File: config.mk
export PLATFORM = sky130hd
export DESIGN_NAME = apb_slave_if
export DESIGN_NICKNAME = d
export VERILOG_FILES = /design/src/rtl/apb_slave_if.sv
export SDC_FILE = /design/constraint.sdc
export NUM_CORES = 1
export LEC_CHECK = 0
export CORE_MARGIN = 1.5
export CORE_UTILIZATION = 30
export DETAILED_ROUTE_END_ITERATION = 6
export PLACE_DENSITY = 0.65
export RECOVER_POWER = 25
export SLEW_MARGIN = 40
export SYNTH_ARGS = -nofsm -noshare
export SYNTH_HDL_FRONTEND = slang
export SYNTH_SLANG_ARGS = --single-unit
File: constraint.sdc
create_clock -name clk -period 1.62 [get_ports clk]
set_input_delay 0.324 -clock clk [delete_from_list [all_inputs] [get_ports clk]]
set_output_delay 0.324 -clock clk [all_outputs]
set_load 0.03 [all_outputs]
File: src/rtl/apb_slave_if.sv
// APB3 slave front-end for the timer register block: converts APB setup/access
// phases into single-cycle register-file strobes and returns registered read data.
module apb_slave_if #(
    parameter int                ADDR_W      = 10,
    parameter int                DATA_W      = 32,
    parameter int                WAIT_CYCLES = 0,
    parameter logic [ADDR_W-1:0] ADDR_MAX    = 10'h00C
) (
    input  logic              clk,
    input  logic              rst_n,
    input  logic              psel,
    input  logic              penable,
    input  logic              pwrite,
    input  logic [ADDR_W-1:0] paddr,
    input  logic [DATA_W-1:0] pwdata,
    output logic              pready,
    output logic [DATA_W-1:0] prdata,
    output logic              pslverr,
    output logic              wr_en,
    output logic              rd_en,
    output logic [ADDR_W-1:0] addr,
    output logic [DATA_W-1:0] wdata,
    input  logic [DATA_W-1:0] rdata
);

    typedef enum logic [2:0] {S_IDLE, S_WAIT, S_ACC, S_RESP, S_DONE} state_t;

    state_t            state_q, state_d;
    logic [3:0]        cnt_q, cnt_d;
    logic              wr_q, wr_d;
    logic              err_q, err_d;
    logic [ADDR_W-1:0] addr_q, addr_d;
    logic [DATA_W-1:0] wdata_q, wdata_d;
    logic [DATA_W-1:0] prdata_q, prdata_d;
    logic              wr_en_q, wr_en_d;
    logic              rd_en_q, rd_en_d;
    logic              pready_q, pready_d;
    logic              pslverr_q, pslverr_d;
    logic              setup;
    logic              addr_err;

    assign setup    = psel && !penable;
    assign addr_err = (paddr[1:0] != 2'b00) || (paddr > ADDR_MAX);

    always_ff @(posedge clk or negedge rst_n) begin
        if (!rst_n) begin
            state_q <= S_IDLE;
        end else begin
            state_q <= state_d;
        end
    end

    always_comb begin
        state_d = state_q;
        case (state_q)
            S_IDLE:  if (setup) state_d = S_WAIT;
            S_WAIT: begin
                if (!psel) begin
                    state_d = S_IDLE;
                end else if (cnt_q == 4'd0) begin
                    state_d = S_ACC;
                end
            end
            S_ACC:   state_d = S_RESP;
            S_RESP:  state_d = S_DONE;
            // DONE spends one cycle raising pready and one cycle showing it
            S_DONE:  if (pready_q) state_d = S_IDLE;
            default: state_d = S_IDLE;
        endcase
    end

    always_comb begin
        cnt_d     = cnt_q;
        wr_d      = wr_q;
        err_d     = err_q;
        addr_d    = addr_q;
        wdata_d   = wdata_q;
        prdata_d  = prdata_q;
        wr_en_d   = 1'b0;
        rd_en_d   = 1'b0;
        pready_d  = 1'b0;
        pslverr_d = 1'b0;
        case (state_q)
            S_IDLE: begin
                if (setup) begin
                    addr_d = paddr;
                    wr_d   = pwrite;
                    err_d  = addr_err;
                    cnt_d  = 4'(WAIT_CYCLES);
                    if (pwrite) wdata_d = pwdata;
                end
            end
            S_WAIT: begin
                if (psel) begin
                    if (cnt_q != 4'd0) begin
                        cnt_d = cnt_q - 4'd1;
                    end else begin
                        wr_en_d = wr_q && !err_q;
                        rd_en_d = !wr_q && !err_q;
                    end
                end
            end
            // rdata answers the strobe one cycle later, so it is valid here
            S_RESP: prdata_d = (wr_q || err_q) ? '0 : rdata;
            S_DONE: begin
                if (!pready_q) begin
                    pready_d  = 1'b1;
                    pslverr_d = err_q;
                end
            end
            default: ;
        endcase
    end

    always_ff @(posedge clk or negedge rst_n) begin
        if (!rst_n) begin
            cnt_q     <= 4'd0;
            wr_q      <= 1'b0;
            err_q     <= 1'b0;
            addr_q    <= '0;
            wdata_q   <= '0;
            prdata_q  <= '0;
            wr_en_q   <= 1'b0;
            rd_en_q   <= 1'b0;
            pready_q  <= 1'b0;
            pslverr_q <= 1'b0;
        end else begin
            cnt_q     <= cnt_d;
            wr_q      <= wr_d;
            err_q     <= err_d;
            addr_q    <= addr_d;
            wdata_q   <= wdata_d;
            prdata_q  <= prdata_d;
            wr_en_q   <= wr_en_d;
            rd_en_q   <= rd_en_d;
            pready_q  <= pready_d;
            pslverr_q <= pslverr_d;
        end
    end

    assign pready  = pready_q;
    assign pslverr = pslverr_q;
    assign prdata  = prdata_q;
    assign wr_en   = wr_en_q;
    assign rd_en   = rd_en_q;
    assign addr    = addr_q;
    assign wdata   = wdata_q;

endmodule

==> results.py <==
metrics = {
    "pwr": {
        "ir_worst_vdd_mv": 0.710,
        "p_leak_nw": 2.76,
        "powerDensity_mw_per_mm2": 1790,
    },
    "placed_design": {
        "placed_cell_area_mm2": 0.00540,
        "port_buffers": 156,
        "gp_congestion": 0.755,
        "dp_hpwl_um": 6270,
    },
    "critical_path": {
        "crit_arrival_ps": 1830,
        "critPathMaxFanout": 10,
        "cp.required_ps": 1850,
        "cp-end-kind": "flop",
        "crit_type": "in -> reg",
        "worst_setup_path_start_kind": "primary input",
    },
    "floorplanning": {
        "rows": 39,
        "core_area_mm2": 0.0116,
        "die_y_um": 113,
        "start_util": 0.312,
        "top_level_ports": 157,
        "die_width_um": 113,
        "die_area_mm2": 0.0127,
    },
    "finish": {
        "final_util": 0.484,
        "antenna-diode-count": 0,
        "nets": 538,
        "most-common-layout-cells": "dfrtp_1, dlygate4sd2_1, clkdlybuf4s50_1",
        "drive_gt1_frac": 0.175,
        "final_common_cell": "dfrtp_1",
        "syn_to_final_growth_pct": 55.1,
        "fillers": 1059,
        "final-seq-area_mm2": 0.00218,
        "design_area_mm2": 0.00562,
        "multiInputGateArea_mm2": 0.00135,
    },
    "clock_network": {
        "cts_sinks": 87,
        "htreeDepth": 3,
        "cts.clk_slew.worst_paths_ps": 70,
        "clock_path_buffers": 2,
        "clock_latency_ps": 340,
        "cts-root-buf": "clkbuf_16",
        "numCtsBuffers": 9,
        "tritoncts": "yes",
    },
    "synthesis": {
        "synth_nets": 371,
        "ys_seq_area_frac": 0.601,
        "netlist_area_mm2": 0.00362,
        "synth_top_cell_by_area": "dfrtp_1",
        "syn_inst": 290,
        "yosysWarnings": 0,
        "ys_top_cells_by_area": "dfrtp_1, mux2_4, nand2_1",
        "synth.avg_cell_area_um2": 12.5,
        "ys_types": 33,
        "yosysTopAreaCellShare": 0.601,
        "synth-seq-cells": 87,
    },
    "routing": {
        "vias_per_cell": 4.55,
        "wl_um": 8830,
        "vias": 2754,
        "antenna_left": 0,
        "routedWlPerCell_um": 14.6,
        "dr.pass1.iters": 4,
        "drt_iter0_drc": 109,
        "drc_errors": 0,
    },
    "timing": {
        "hold_viol_final": 0,
        "min_period_ps": 1610,
        "worst_pin_slew_ps": 519,
        "finalClockSkew_ps": 3.96,
        "max-slew-margin-rel": 0.654,
        "finalCritPeriodShare": 0.991,
        "fmax_mhz": 623,
        "setup_viol": 0,
        "drv_slew": 0,
        "rsz0062_at_grt": "true",
    },
    "global_route": {
        "grt_overflow": 0,
        "first_global_vias": 2885,
        "grt_max_degree": 66,
        "grt_antenna_before_repair": 0,
        "grtUsageTotal": 0.144,
        "grt_pass1_wl_um": 14400,
    },
    "run": {
        "drv_cap": 0,
    },
    "hold_path": {
        "hold_class": "reg -> reg",
    },
    "run_status": {
        "status": "complete, no violations",
    },
}
[cell usage after synthesis]
master,number
o21ai_0,35
buf_2,3
nor3_1,2
ha_1,2
or3_1,2
o21bai_1,1
nand2_4,1
nor4_1,2
dfrtp_1,87
clkbuf_1,8
inv_1,5
nand2b_1,4
mux2_2,3
o21a_1,1
and3_1,1
buf_6,5
a2bb2oi_1,1
mux2_4,39
or4_1,1
nor2_1,3
o31ai_1,2
a221oi_1,1
nand3b_1,3
a21oi_1,2
nor4b_1,1
a31oi_1,1
nand2_1,67
nor4bb_1,1
nor4_4,1
o2111ai_1,1
and2_1,1
or2_2,1
nand3_1,2
[where the power goes]
part	switching, W	leakage, nW	internal, W
registers	0.000502	1.11	0.00304
logic	0.00263	1.50	0.00196
clock network	0.000866	0.143	0.00109
[what timing repair did]
action,CTS,global route
endpoints found under the setup margin,88,9
hold buffers,1,0
gates resized for setup,79,4
endpoints found under the hold margin,19,0
setup buffers,0,1
[sequential cells by signal, indices dropped and copies added, names as in the netlist]
register  cells
addr         10
cnt_q         4
err_q         1
prdata       32
pready        1
pslverr       1
rd_en         1
state_q       3
wdata        32
wr_en         1
wr_q          1
[per-layer routing]
layer	part of all wire	wire length (um)	GRT usage	up-vias
li1	-	-	-	1316
met1	0.46	4020	0.190	1301
met2	0.44	3870	0.211	123
met3	0.086	761	0.0530	14
met4	0.020	179	0.0642	0
met5	0	0	0	-
[through the flow]
stage	instances	setup TNS (ps)	hold slack, ps	total power (W)	setup slack, ps
finish	605	0	473	0.0101	14.8
global route	605	-48.4	506	0.0106	-27.5
CTS	604	0	394	0.0102	21.8
detailed placement	587	-13410	228	0.00874	-379
global placement	587	-12790	225	0.00863	-372
floorplan	290	0	28.4	0.00652	29.2
[worst max-delay path, stage by stage]
cell	delay, ps
clkdlybuf4s50_1	520
nand2b_4	80
or4_1	420
buf_6	180
mux2_4	300
[area by class of cell]
type,count,area share
inverter,5,0.00334
timing repair buffer,172,0.287
sequential,87,0.387
tap,143,0.0318
multi-input combinational,182,0.240
clock inverter,6,0.00802
clock buffer,10,0.0425
[worst paths after layout]
kind | slack [ps] | startpoint | end | depth (start not counted)
max in group asynchronous | 320 | rst_n | wdata[11] | 3
setup reg to reg | 70 | state_q[0] | addr[2] | 3
hold reg to reg | 470 | prdata[19] | prdata[19] | 2
min in group asynchronous | 500 | rst_n | wdata[8] | 2
setup / recovery | 10 | psel | addr[2] | 5
hold / removal | 470 | prdata[19] | prdata[19] | 2
[cell families after synthesis]
logic type                 after synthesis  share of synthesized area
AOI/OAI and AO/OA                       45                     0.0684
adders and majority gates                2                    0.00691
buffers and inverters                   21                     0.0332
DFF                                     87                      0.601
muxes                                   42                      0.171
and+or+nand+nor                         93                      0.120
No activity file was read; power rests on OpenSTA's default activity.
